### src/rtl/ansi_key_decoder.sv
// Streaming ANSI/VT100 key decoder: turns UART bytes into command pulses and forwards printable characters.
// Optional SS3 (ESC O x) cursor-key support is enabled by defining ANSI_SS3_EN.
module ansi_key_decoder #(
    parameter int PARAM_DIGITS = 2,
    parameter int ESC_TIMEOUT  = 1000,
    parameter int CNT_W        = $clog2(ESC_TIMEOUT + 1)
) (
    input  logic       clk,
    input  logic       rst_n,
    input  logic       byte_valid,
    input  logic [7:0] byte_data,
    output logic       cmd_valid,
    output logic [3:0] cmd_code,
    output logic       char_valid,
    output logic [7:0] char_data,
    output logic       seq_error
);

    // state | meaning
    // IDLE  | plain text; control bytes and printable characters
    // ESC   | 0x1B seen, waiting for '[' (or 'O' when SS3 is enabled)
    // CSI   | ESC [ seen, waiting for final letter or first digit
    // PARAM | collecting decimal parameter, waiting for '~' or final letter
    // SS3   | ESC O seen, waiting for final letter (ANSI_SS3_EN only)
    localparam logic [2:0] S_IDLE  = 3'd0;
    localparam logic [2:0] S_ESC   = 3'd1;
    localparam logic [2:0] S_CSI   = 3'd2;
    localparam logic [2:0] S_PARAM = 3'd3;
`ifdef ANSI_SS3_EN
    localparam logic [2:0] S_SS3   = 3'd4;
`endif

    localparam logic [3:0] C_UP     = 4'd1;
    localparam logic [3:0] C_DOWN   = 4'd2;
    localparam logic [3:0] C_RIGHT  = 4'd3;
    localparam logic [3:0] C_LEFT   = 4'd4;
    localparam logic [3:0] C_HOME   = 4'd5;
    localparam logic [3:0] C_END    = 4'd6;
    localparam logic [3:0] C_DELETE = 4'd7;
    localparam logic [3:0] C_ENTER  = 4'd8;
    localparam logic [3:0] C_BS     = 4'd9;
    localparam logic [3:0] C_INSERT = 4'd10;
    localparam logic [3:0] C_PGUP   = 4'd11;
    localparam logic [3:0] C_PGDN   = 4'd12;
    localparam logic [3:0] C_ESC    = 4'd13;

    localparam int PW = $clog2(10 ** PARAM_DIGITS);
    localparam int DW = $clog2(PARAM_DIGITS + 1);

    localparam logic [CNT_W-1:0] CNT_LAST = CNT_W'(ESC_TIMEOUT - 1);
    localparam logic [PW+3:0]    TEN      = (PW + 4)'(10);
    localparam logic [DW-1:0]    DIG_MAX  = DW'(PARAM_DIGITS);

    logic [2:0]       state, state_nxt;
    logic [CNT_W-1:0] cnt, cnt_nxt;
    logic [PW-1:0]    param, param_nxt;
    logic [DW-1:0]    dig_cnt, dig_nxt;
    logic             cr_flag, cr_nxt;

    logic             p_cmd, p_char, p_err;
    logic [3:0]       p_code;
    logic [3:0]       nav;
    logic             is_digit;

    // Final letters shared by CSI, PARAM and SS3; zero means "not a cursor letter".
    function automatic logic [3:0] nav_code(input logic [7:0] b);
        logic [3:0] c;
        case (b)
            8'h41:   c = C_UP;
            8'h42:   c = C_DOWN;
            8'h43:   c = C_RIGHT;
            8'h44:   c = C_LEFT;
            8'h48:   c = C_HOME;
            8'h46:   c = C_END;
            default: c = 4'd0;
        endcase
        return c;
    endfunction

    function automatic logic [3:0] tilde_code(input logic [PW-1:0] p);
        logic [3:0] c;
        c = 4'd0;
        if (p == PW'(1)) c = C_HOME;
        if (p == PW'(2)) c = C_INSERT;
        if (p == PW'(3)) c = C_DELETE;
        if (p == PW'(4)) c = C_END;
        if (p == PW'(5)) c = C_PGUP;
        if (p == PW'(6)) c = C_PGDN;
        return c;
    endfunction

    always_comb begin
        state_nxt = state;
        cnt_nxt   = '0;
        param_nxt = param;
        dig_nxt   = dig_cnt;
        cr_nxt    = cr_flag;
        p_cmd     = 1'b0;
        p_code    = 4'd0;
        p_char    = 1'b0;
        p_err     = 1'b0;
        nav       = nav_code(byte_data);
        is_digit  = (byte_data >= 8'h30) && (byte_data <= 8'h39);

        if (byte_valid) begin
            if (byte_data != 8'h0D) cr_nxt = 1'b0;
            case (state)
                S_IDLE: begin
                    if (byte_data == 8'h1B) begin
                        state_nxt = S_ESC;
                    end else if (byte_data == 8'h0D) begin
                        p_cmd  = 1'b1;
                        p_code = C_ENTER;
                        cr_nxt = 1'b1;
                    end else if (byte_data == 8'h0A) begin
                        // LF right after CR belongs to the same line ending
                        if (!cr_flag) begin
                            p_cmd  = 1'b1;
                            p_code = C_ENTER;
                        end
                    end else if (byte_data == 8'h08 || byte_data == 8'h7F) begin
                        p_cmd  = 1'b1;
                        p_code = C_BS;
                    end else if (byte_data >= 8'h20 && byte_data <= 8'h7E) begin
                        p_char = 1'b1;
                    end
                end
                S_ESC: begin
                    if (byte_data == 8'h5B) begin
                        state_nxt = S_CSI;
                    end else if (byte_data == 8'h1B) begin
                        p_cmd  = 1'b1;
                        p_code = C_ESC;
`ifdef ANSI_SS3_EN
                    end else if (byte_data == 8'h4F) begin
                        state_nxt = S_SS3;
`endif
                    end else begin
                        p_err     = 1'b1;
                        state_nxt = S_IDLE;
                    end
                end
                S_CSI: begin
                    if (nav != 4'd0) begin
                        p_cmd     = 1'b1;
                        p_code    = nav;
                        state_nxt = S_IDLE;
                    end else if (is_digit) begin
                        param_nxt = PW'(byte_data[3:0]);
                        dig_nxt   = DW'(1);
                        state_nxt = S_PARAM;
                    end else begin
                        p_err     = 1'b1;
                        state_nxt = S_IDLE;
                    end
                end
                S_PARAM: begin
                    if (is_digit) begin
                        if (dig_cnt == DIG_MAX) begin
                            p_err     = 1'b1;
                            state_nxt = S_IDLE;
                        end else begin
                            param_nxt = PW'({4'd0, param} * TEN + (PW + 4)'(byte_data[3:0]));
                            dig_nxt   = dig_cnt + DW'(1);
                        end
                    end else if (byte_data == 8'h7E) begin
                        state_nxt = S_IDLE;
                        if (tilde_code(param) != 4'd0) begin
                            p_cmd  = 1'b1;
                            p_code = tilde_code(param);
                        end else begin
                            p_err = 1'b1;
                        end
                    end else if (nav != 4'd0) begin
                        p_cmd     = 1'b1;
                        p_code    = nav;
                        state_nxt = S_IDLE;
                    end else begin
                        p_err     = 1'b1;
                        state_nxt = S_IDLE;
                    end
                end
`ifdef ANSI_SS3_EN
                S_SS3: begin
                    state_nxt = S_IDLE;
                    if (nav != 4'd0) begin
                        p_cmd  = 1'b1;
                        p_code = nav;
                    end else begin
                        p_err = 1'b1;
                    end
                end
`endif
                default: state_nxt = S_IDLE;
            endcase
        end else if (state != S_IDLE) begin
            // A lone ESC that never continues is the ESC key itself
            if (cnt == CNT_LAST) begin
                state_nxt = S_IDLE;
                if (state == S_ESC) begin
                    p_cmd  = 1'b1;
                    p_code = C_ESC;
                end else begin
                    p_err = 1'b1;
                end
            end else begin
                cnt_nxt = cnt + CNT_W'(1);
            end
        end
    end

    always_ff @(posedge clk or negedge rst_n) begin
        if (!rst_n) begin
            state      <= S_IDLE;
            cnt        <= '0;
            param      <= '0;
            dig_cnt    <= '0;
            cr_flag    <= 1'b0;
            cmd_valid  <= 1'b0;
            cmd_code   <= 4'd0;
            char_valid <= 1'b0;
            char_data  <= 8'd0;
            seq_error  <= 1'b0;
        end else begin
            state      <= state_nxt;
            cnt        <= cnt_nxt;
            param      <= param_nxt;
            dig_cnt    <= dig_nxt;
            cr_flag    <= cr_nxt;
            cmd_valid  <= p_cmd;
            char_valid <= p_char;
            seq_error  <= p_err;
            if (p_cmd)  cmd_code  <= p_code;
            if (p_char) char_data <= byte_data;
        end
    end

endmodule

### config.mk
export PLATFORM = sky130hd
export DESIGN_NAME = ansi_key_decoder
export DESIGN_NICKNAME = d
export VERILOG_FILES = /design/src/rtl/ansi_key_decoder.sv
export SDC_FILE = /design/constraint.sdc
export NUM_CORES = 1
export LEC_CHECK = 0
export BUFFER_PORTS_ARGS = -buffer_cell sky130_fd_sc_hd__buf_2
export CORE_ASPECT_RATIO = 0.7
export CORE_MARGIN = 4
export CORE_UTILIZATION = 52
export CTS_BUF_LIST = sky130_fd_sc_hd__clkbuf_16
export CTS_CLUSTER_DIAMETER = 60
export DETAILED_ROUTE_END_ITERATION = 7
export PLACE_DENSITY = 0.77
export REMOVE_ABC_BUFFERS = 1
export SLEW_MARGIN = 20
export SYNTH_ARGS = -nofsm -noshare
export SYNTH_HDL_FRONTEND = slang
export SYNTH_SLANG_ARGS = --single-unit
### constraint.sdc
create_clock -name clk -period 3.7 [get_ports clk]
set_clock_uncertainty 0.1 [all_clocks]
set_input_delay 0.74 -clock clk [delete_from_list [all_inputs] [get_ports clk]]
set_output_delay 0.74 -clock clk [all_outputs]
set_load 0.02 [all_outputs]
* After elaboration in Yosys (flattened, before gate mapping)
Index checks and enable logic that the tools add are counted.
W data, S select, Z words.
** Cells by class
- $mul :: 1
- Magnitude comparators :: 4
- Mux-type cells :: 92
- Reduce and logical (&&, ||, !) cells :: 12
- Add/subtract/negate cells :: 3
- Eq/ne operators :: 32
** Operators with widths (count)
- $mux W4 :: 24
- $eq A8 B7 Y1 const B :: 9
- $mux W1 :: 39
- $mux W10 :: 3
- $mux W7 :: 4
- $mux W3 :: 9
- $eq A8 B4 Y1 const B :: 3
- $eq A7 B3 Y1 const B :: 3
- $pmux W3 S6 :: 1
- $ge A8 B6 Y1 const B :: 2
- $pmux W4 S4 :: 1
- $eq A7 B2 Y1 const B :: 2
- $pmux W7 S2 :: 1
- $mux W2 :: 6
- $pmux W3 S4 :: 1
- $add A10 B1 Y10 const B :: 1
- $eq A10 B10 Y1 const B :: 1
- $eq A8 B5 Y1 const B :: 1
- $le A8 B6 Y1 const B :: 1
- $le A8 B7 Y1 const B :: 1
- $ne A2 B2 Y1 const B :: 4
- $ne A4 B4 Y1 const B :: 2
- $ne A8 B4 Y1 const B :: 1
- $reduce_bool A4 Y1 :: 2
- other kinds (18) :: 22
** Word-level totals
- Logic and storage cells :: 154
- Register bits after elaboration :: 38

* Logic depth before layout (Yosys ltp)
Gate-level depths: netlist of run 1.
- Depth after elaboration :: 17
- Mapped depth :: 8
- Depth with buffers taken out :: 8

* Worst setup path before layout of run 1
No wires, ideal clock.
- Path type :: input to register
- From :: input port byte_data[1]
- To :: register param[6]
- Arrival time :: 2.249 ns
- Buffers on the path :: 2
- Slack :: 1.230 ns
- Required time :: 3.479 ns
- Setup time :: 0.121 ns
- Stages :: 6
- Cells stage by stage :: buf_6 or2_4 a2111oi_4 nand4_1 buf_2 a22o_1
** Between the ends
- Longest elaborated chain between the ends :: 5
** Ends and longest elaborated chain
- start, declared :: line 11 : input logic [7:0] byte_data,
- $eq A8 B7 Y1 :: line 68 : case (b)
- $pmux W3 S6 :: line 68
- $reduce_bool A4 Y1 :: line 144 : if (nav != 4'd0) begin
- $ne A2 B2 Y1 (no source line)
- $reduce_and A6 Y1 (no source line)
- end signal, assigned :: line 227 : param <= param_nxt;
- end, declared :: line 56 : logic [PW-1:0] param, param_nxt;
Parallel ways exist; a longest one is shown, timed or not. The select of a mux whose other input is x is not followed.
A chain may end at the register's enable or synchronous reset.

* Final worst setup path of run 1
- From :: input port byte_data[2]
- To :: register dig_cnt[0]
** Between the ends
- Longest elaborated chain between the ends :: 5
** Ends and longest elaborated chain
- $eq A8 B7 Y1 :: line 68
- $pmux W3 S6 :: line 68
- $reduce_bool A4 Y1 :: line 144
- $ne A2 B2 Y1 (no source line)
- $reduce_and A6 Y1 (no source line) *
- end signal, assigned :: line 228 : dig_cnt <= dig_nxt;
- end, declared :: line 57 : logic [DW-1:0] dig_cnt, dig_nxt;
Mark *: on every way between the ends. The rest lies on a longest branch, timed or not.

==> results of run 1 <==
[routing by layer]
layer	wire, um	vias up
li1	-	901
met1	2560	868
met5	0	-
met3	397	10
met4	85	0
met2	2010	66
[area by class of cell]
type	instances	share of cell area, %
flip-flops and latches	37	35.0
repair buffers	25	4.73
inverters	12	1.70
clock inverters	3	1.75
well taps	55	2.60
clock buffers	5	4.73
multi-input cells	174	49.5
[cell usage after synthesis (3+ instances only)]
library cell / number / area [um^2]
a21oi_1: 10 / 50.1
a22o_1: 3 / 26.3
a31oi_1: 4 / 25.0
and3_1: 4 / 25.0
buf_2: 4 / 20.0
clkbuf_1: 7 / 26.3
dfrtp_1: 37 / 926
ha_1: 9 / 113
inv_1: 12 / 45.0
mux2_2: 10 / 113
mux2i_1: 5 / 50.1
nand2_1: 16 / 60.1
nand3_1: 10 / 50.1
nand4_1: 4 / 25.0
nand4b_1: 3 / 26.3
nor2_1: 14 / 52.6
o21ai_0: 15 / 75.1
or3_1: 5 / 31.3
xnor2_1: 8 / 70.1
xor2_1: 7 / 61.3
[power breakdown]
| group | switching [uW] | internal (uW) | leakage, uW |
|---|---|---|---|
| clock network | 166 | 318 | 0.0000800 |
| logic | 191 | 123 | 0.000560 |
| registers | 49.8 | 469 | 0.000480 |
| total | 406 | 910 | 0.00112 |
[cells by family (layout without fill, tap and decap cells)]
group / after synthesis / count (layout) / synth area share, %
and+or+nand+nor: 81 / 81 / 20.5
AOI/OAI and AO/OA: 52 / 52 / 16.4
DFF: 37 / 37 / 39.6
buffers and inverters: 24 / 45 / 4.39
xor gates and xnor gates: 15 / 15 / 5.62
muxes: 15 / 15 / 6.95
adders and majority gates: 11 / 11 / 6.52
[worst max path at each step]
| stage | startpoint | to | cells after the start |
|---|---|---|---|
| finish | byte_data[2] | dig_cnt[0] | 6 |
| global route | byte_data[2] | dig_cnt[0] | 6 |
| CTS | byte_data[2] | dig_cnt[0] | 6 |
| detailed placement | byte_data[2] | dig_cnt[0] | 6 |
| global placement | byte_data[2] | dig_cnt[0] | 6 |
| floorplan | byte_data[1] | dig_cnt[0] | 5 |
[flip-flops by register name, summed over array words and instances (netlist names)]
name and count:
cmd_valid 1, cmd_code 4, seq_error 1, char_data 8, param 7, char_valid 1
cr_flag 1, dig_cnt 2, state 2, cnt 10
[per-stage QoR]
step,instance area (um^2),worst slack (ns),std cells
floorplan,2280,1.17,223
global placement,2480,0.767,303
detailed placement,2480,0.652,303
CTS,2650,0.948,311
global route,2650,0.736,311
finish,2650,0.916,311
==> results by group, run 1 <==
Layout
  – FF+latch area: 926 um^2
  – Synth-to-Final Area Change: 13.2%
  – Leading cell types in the layout, fill and taps excluded: dfrtp_1, buf_2, nand2_1
  – Multi-input logic area: 1310 um^2
  – Antenna cells: 0
  – Layout cells sized above 1: 21.9%
  – Commonest non-fill, non-tap cell in the layout: dfrtp_1
  – # fillers: 377
  – Nets: 277
  – Final Core Density: 61.2%

Pwr
  – Tot Pwr: 1320 uW
  – PD cells: 497 nW/um^2
  – LEAKAGE: 0.00112 uW
  – Peak supply drop: 0.364 mV

Clock network
  – Reg clk slew, reported paths: 0.06 ns
  – Setup Fix Bufs, Post-CTS: 0
  – Resized cells post-CTS: 0
  – TritonCTS Buffers: 5
  – CTS tree: yes
  – CTS H-tree lvls: 2
  – Hold_buf cts: 0
  – Clock latency on the worst-skew pair: 0.28 ns
  – Clock sink total: 37
  – Clk buf depth: 2
  – Clock Root Buffer: clkbuf_16

Floorplan
  – Die X: 88.2 um
  – Die area: 5650 um^2
  – Core Footprint: 4330 um^2
  – Die height: 64.1 um
  – Starting Density: 54.0%
  – Io pins: 26
  – Placement Rows: 20

Critical path
  – Crit path DAT: 2.83 ns
  – Critical Path RT: 3.74 ns
  – FF-to-FF path depth: 7
  – Slowest stage delay, CP: 0.55 ns
  – Reg-to-reg critical path endpoint: param[6]
  – Reg2reg start: param[1]
  – Buffers and inverters on the worst path: 1
  – Setup CP Type: in -> reg
  – Reg2reg setup slack: 1.35 ns
  – Setup crit end kind: flip-flop
  – Slowest cell on crit path: nand4_1
  – CP Cell Sequence: buf_2 -> or2_4 -> a2111oi_4 -> nand4_1 -> nor2_1 -> mux2i_1
  – Delay-heaviest family, CP: simple AND/OR/NAND/NOR gates
  – Crit Path Max Fanout: 15
  – Type of origin of the critical path: primary input

GRT
  – Met1 Track Usage GR: 29.5%
  – Largest net degree at the start of global routing: 38
  – Vias in the first global route: 1774
  – GRT Total Usage: 19.5%
  – GR peak layer: met1
  – Initial antenna violation count: 0
  – GR Util met2: 26.0%
  – GRT overflow: 0
  – First-pass GRT wire length: 8.50 mm
  – GR Layer Usage met3: 5.67%

STA
  – Worst-margin pin slew: 0.804 ns
  – Fmax: 359 MHz
  – Tmin final: 2.78 ns
  – Pins Over Slew Limit: 0
  – Period utilization: 75.3%
  – RSZ-0062 raised after global routing: no
  – Final hold violation count: 0
  – Hold_ws: 0.379 ns
  – Slew HR: 46.4%
  – Setup TNS: 0 ns
  – Final setup violation count: 0

Synthesis
  – Ys async rst share: 100%
  – Synthesized instance count: 235
  – EDFF count, synth: 0
  – Main synth FF type: dfrtp_1
  – Synth unique cells: 58
  – YS warnings: 0
  – Syn avg cell area: 9.96 um^2
  – Synthesized cell area: 2340 um^2
  – Post-synthesis sequential area ratio: 39.6%
  – Synthesized flop and latch total: 37

Detailed routing
  – Final wirelength: 5.06 mm
  – TritonRoute pass-1 iters: 4
  – Routed vias: 1845
  – Vias/cell: 5.93
  – Initial DRC Count: 123
  – Avg WL per Cell: 16.3 um
  – DRC: 0
  – DRT antenna net count: 0

Min path
  – Hold Path Stages: 1
  – Hold path startpoint: dig_cnt[0]
  – Worst hold path type: reg -> reg
  – WHS Endpoint: dig_cnt[0]

Placed design
  – GP Congestion: 0.869
  – IO Port Bufs: 25
  – Final HPWL DP: 3.58 mm

Run
  – Max Cap Viol: 0

Status
  – Status: complete, no violations
No activity file was read; power rests on OpenSTA's default activity.
==> inputs of run 2 (changes only) <==
--- a/config.mk
+++ b/config.mk
@@ -5,6 +5,7 @@
 export SDC_FILE = /design/constraint.sdc
 export NUM_CORES = 1
 export LEC_CHECK = 0
+export ABC_AREA = 1
 export BUFFER_PORTS_ARGS = -buffer_cell sky130_fd_sc_hd__buf_2
 export CORE_ASPECT_RATIO = 0.7
 export CORE_MARGIN = 4
@@ -12,7 +13,7 @@
 export CTS_BUF_LIST = sky130_fd_sc_hd__clkbuf_16
 export CTS_CLUSTER_DIAMETER = 60
 export DETAILED_ROUTE_END_ITERATION = 7
-export PLACE_DENSITY = 0.77
+export PLACE_DENSITY = 0.8
 export REMOVE_ABC_BUFFERS = 1
 export SLEW_MARGIN = 20
 export SYNTH_ARGS = -nofsm -noshare
==> constraint.sdc (replaced) <==
create_clock -name clk -period 2.4 [get_ports clk]
set_clock_uncertainty 0.1 [all_clocks]
set_input_delay 0.48 -clock clk [delete_from_list [all_inputs] [get_ports clk]]
set_output_delay 0.48 -clock clk [all_outputs]
set_load 0.02 [all_outputs]
==> results by group, run 2 <==
Detailed routing
  – Final wirelength: 5.69 mm (+12%)
  – Vias/cell: 5.45 (-8.1%)
  – Initial DRC Count: 197 (+60%)
  – TritonRoute pass-1 iters: 4 (unchanged)
  – DRC: 0 (unchanged)
  – Avg WL per Cell: 13.5 um (-17%)
  – Routed vias: 2300 (+25%)
  – DRT antenna net count: 0 (unchanged)

STA
  – Pins Over Slew Limit: 0 (unchanged)
  – Slew HR: 46.0% (-0.38 points)
  – Setup TNS: 0 ns (unchanged)
  – Tmin final: 2.13 ns
  – RSZ-0062 raised after global routing: no
  – Final WS setup: 0.271 ns (-0.645 ns)
  – Fmax: 470 MHz
  – Final setup violation count: 0 (unchanged)
  – Final hold violation count: 0 (unchanged)
  – Period utilization: 88.7%
  – Worst-margin pin slew: 0.810 ns (+0.00576 ns)
  – Hold_ws: 0.191 ns (-0.188 ns)

Synthesis
  – Main synth FF type: dfrtp_1
  – YS warnings: 0 (unchanged)
  – Synthesized flop and latch total: 37 (unchanged)
  – Post-synth top area share: 37.5% (-2.1 points)
  – EDFF count, synth: 0 (unchanged)
  – Synth unique cells: 39 (-33%)
  – Synthesized instance count: 336 (+43%)
  – Post-synthesis sequential area ratio: 37.5% (-2.1 points)
  – Ys async rst share: 100% (unchanged)
  – Most common cell in the netlist: nand2_1
  – Synth top area cells: dfrtp_1, nand2_1, inv_1, nor2_1, nand3_1
  – Synthesized cell area: 2470 um^2 (+5.6%)
  – Syn avg cell area: 7.35 um^2 (-26%)
  – Most common library cells after synthesis: nand2_1, inv_1, nor2_1
  – Yosys top cell by area: dfrtp_1

Critical path
  – Setup crit end kind: flip-flop
  – CP Cell Sequence: ha_1 -> ha_1 -> inv_1 -> fa_1 -> and2_1 -> o41ai_2
  – Setup CP Type: reg -> reg
  – CP endpoint: param[5]
  – Delay-heaviest family, CP: adder cells
  – Type of origin of the critical path: flip-flop
  – Reg2reg setup slack: 0.27 ns (-1.08 ns)
  – Critical Path RT: 2.48 ns (-1.26 ns)
  – Most frequent CP cell: ha_1
  – FF-to-FF path depth: 6 (-1)
  – Setup crit start: param[1]
  – Slowest cell on crit path: dfrtp_1
  – Slowest stage delay, CP: 0.44 ns (-0.11 ns)
  – Critical path depth in cells: 6 (unchanged)
  – Reg2reg start: param[1]
  – Crit path DAT: 2.21 ns (-0.62 ns)
  – Buffers and inverters on the worst path: 1 (unchanged)
  – Crit Path Max Fanout: 5 (-10)
  – Reg-to-reg critical path endpoint: param[5]

GRT
  – GR Layer Usage met3: 4.69% (-0.98 points)
  – GRT Total Usage: 20.0% (+0.53 points)
  – Vias in the first global route: 2137 (+20%)
  – First-pass GRT wire length: 9.60 mm (+13%)
  – GRT overflow: 0 (unchanged)
  – GR Util met2: 29.8% (+3.7 points)
  – Initial antenna violation count: 0 (unchanged)
  – GR peak layer: met2
  – Met1 Track Usage GR: 29.1% (-0.43 points)
  – Largest net degree at the start of global routing: 38 (unchanged)

Clock network
  – Setup Fix Bufs, Post-CTS: 0 (unchanged)
  – Clk buf depth: 2 (unchanged)
  – TritonCTS Buffers: 5 (unchanged)
  – Clock latency on the worst-skew pair: 0.28 ns (about the same)
  – CTS tree: yes
  – Clock Root Buffer: clkbuf_16
  – Reg clk slew, reported paths: 0.06 ns (about the same)
  – Hold_buf cts: 0 (unchanged)
  – CTS H-tree lvls: 2 (unchanged)
  – Resized cells post-CTS: 0 (unchanged)
  – Clock sink total: 37 (unchanged)

Layout
  – Regs by FF count: cnt (10), char_data (8), param (7)
  – Synth-to-Final Area Change: 14.3%
  – Layout cells sized above 1: 16.6% (-5.3 points)
  – Biggest register: cnt
  – Leading cell types in the layout, fill and taps excluded: nand2_1, inv_1, nor2_1
  – # fillers: 393 (+4.2%)
  – Final Core Density: 63.4% (+2.2 points)
  – Antenna cells: 0 (unchanged)
  – Largest register FFs: 10 (unchanged)
  – Commonest non-fill, non-tap cell in the layout: nand2_1
  – Nets: 388 (+40%)

Placed design
  – GP Congestion: 0.895 (+3.0%)
  – Final HPWL DP: 4.23 mm (+18%)
  – IO Port Bufs: 25 (unchanged)
  – Placement Setup Slack: 0.249 ns (-0.404 ns)

Pwr
  – Clk pwr share: 37.3% (+0.5 points)
  – Peak supply drop: 0.405 mV (+11%)
  – PD cells: 720 nW/um^2 (+45%)
  – P_int: 1370 uW (+51%)
  – Sequential power share: 38.5% (-0.9 points)
  – LEAKAGE: 0.00142 uW (+27%)
  – Tot Pwr: 2030 uW (+54%)
  – Sw Ratio: 32.5% (+1.6 points)
  – Combinational share of power: 24.3% (+0.5 points)
  – Switching power: 660 uW (+63%)

Status
  – Status: complete, no violations

Floorplan
  – Io pins: 26 (unchanged)
  – Die area: 5930 um^2 (+5.0%)
  – Die height: 65.7 um (+2.4%)
  – Die X: 90.4 um (+2.5%)
  – Starting Density: 55.4% (+1.4 points)
  – Placement Rows: 20 (unchanged)
  – Core Footprint: 4450 um^2 (+2.9%)

Run
  – Max Cap Viol: 0 (unchanged)

Min path
  – Worst hold path type: in -> async
[run 2: cell types whose count changed after synthesis, moves of 6 or more]
| cell | delta |
|---|---|
| nor2_1 | +27 |
| o21ai_0 | +7 |
| nand2_1 | +64 |
| mux2_2 | -10 |
| clkbuf_1 | -7 |
| nand2_2 | +6 |
| nand3_1 | +14 |
| o21ai_1 | +6 |
| inv_1 | +30 |
[run 2: logic make-up (layout without fill, tap and decap cells)]
kind of cell	after synthesis	count (layout)	share of synthesized area, %
simple gates	180	180	33.1
compound gates	51	51	12.7
buf+inv	50	81	8.05
flops	37	37	37.5
fa+ha+maj	11	11	6.18
xor+xnor	7	7	2.48
[run 2: through the flow]
step | instance area, um^2 | cells
after global placement | 2650 | 414
after floorplan | 2440 | 332
after detailed placement | 2650 | 414
after global routing | 2820 | 422
after CTS | 2820 | 422
final | 2820 | 422
[run 2: area by class of cell]
class / instances / area [um^2] / area share (%)
multi-input cells: 249 / 1350 / 47.6
flip-flops and latches: 37 / 926 / 32.8
inverters: 46 / 173 / 6.11
repair buffers: 27 / 140 / 4.96
clock buffers: 5 / 125 / 4.43
well taps: 55 / 68.8 / 2.44
clock inverters: 3 / 46.3 / 1.64
[run 2: worst register-to-register path, cell delays in order, from the launching register on]
cell and delay (ns):
dfrtp_1 0.44, ha_1 0.32, ha_1 0.20, inv_1 0.06, fa_1 0.44, and2_1 0.19
o41ai_2 0.28
[run 2: power by group through the flow]
stage,Combinational (uW),Sequential (uW),Clock (uW)
final,493,783,757
after CTS,497,784,765
after detailed placement,495,792,0
after floorplan,223,889,0
after global routing,554,796,801
after global placement,485,789,0
[run 2: how the worst min path moves through the flow]
stage / start / cells after the start / end
after global placement: char_data[7] / 2 / char_data[7]
after detailed placement: char_data[7] / 2 / char_data[7]
after CTS: rst_n / 1 / cnt[6]
final: rst_n / 1 / cnt[6]
after floorplan: rst_n / 0 / char_data[0]
after global routing: rst_n / 1 / cnt[0]
[run 2: routing by layer]
layer / wire length [um] / part of all wire, %
met1: 2850 / 50
met2: 2370 / 42
met3: 398 / 7.0
met4: 69 / 1.2
met5: 0 / 0
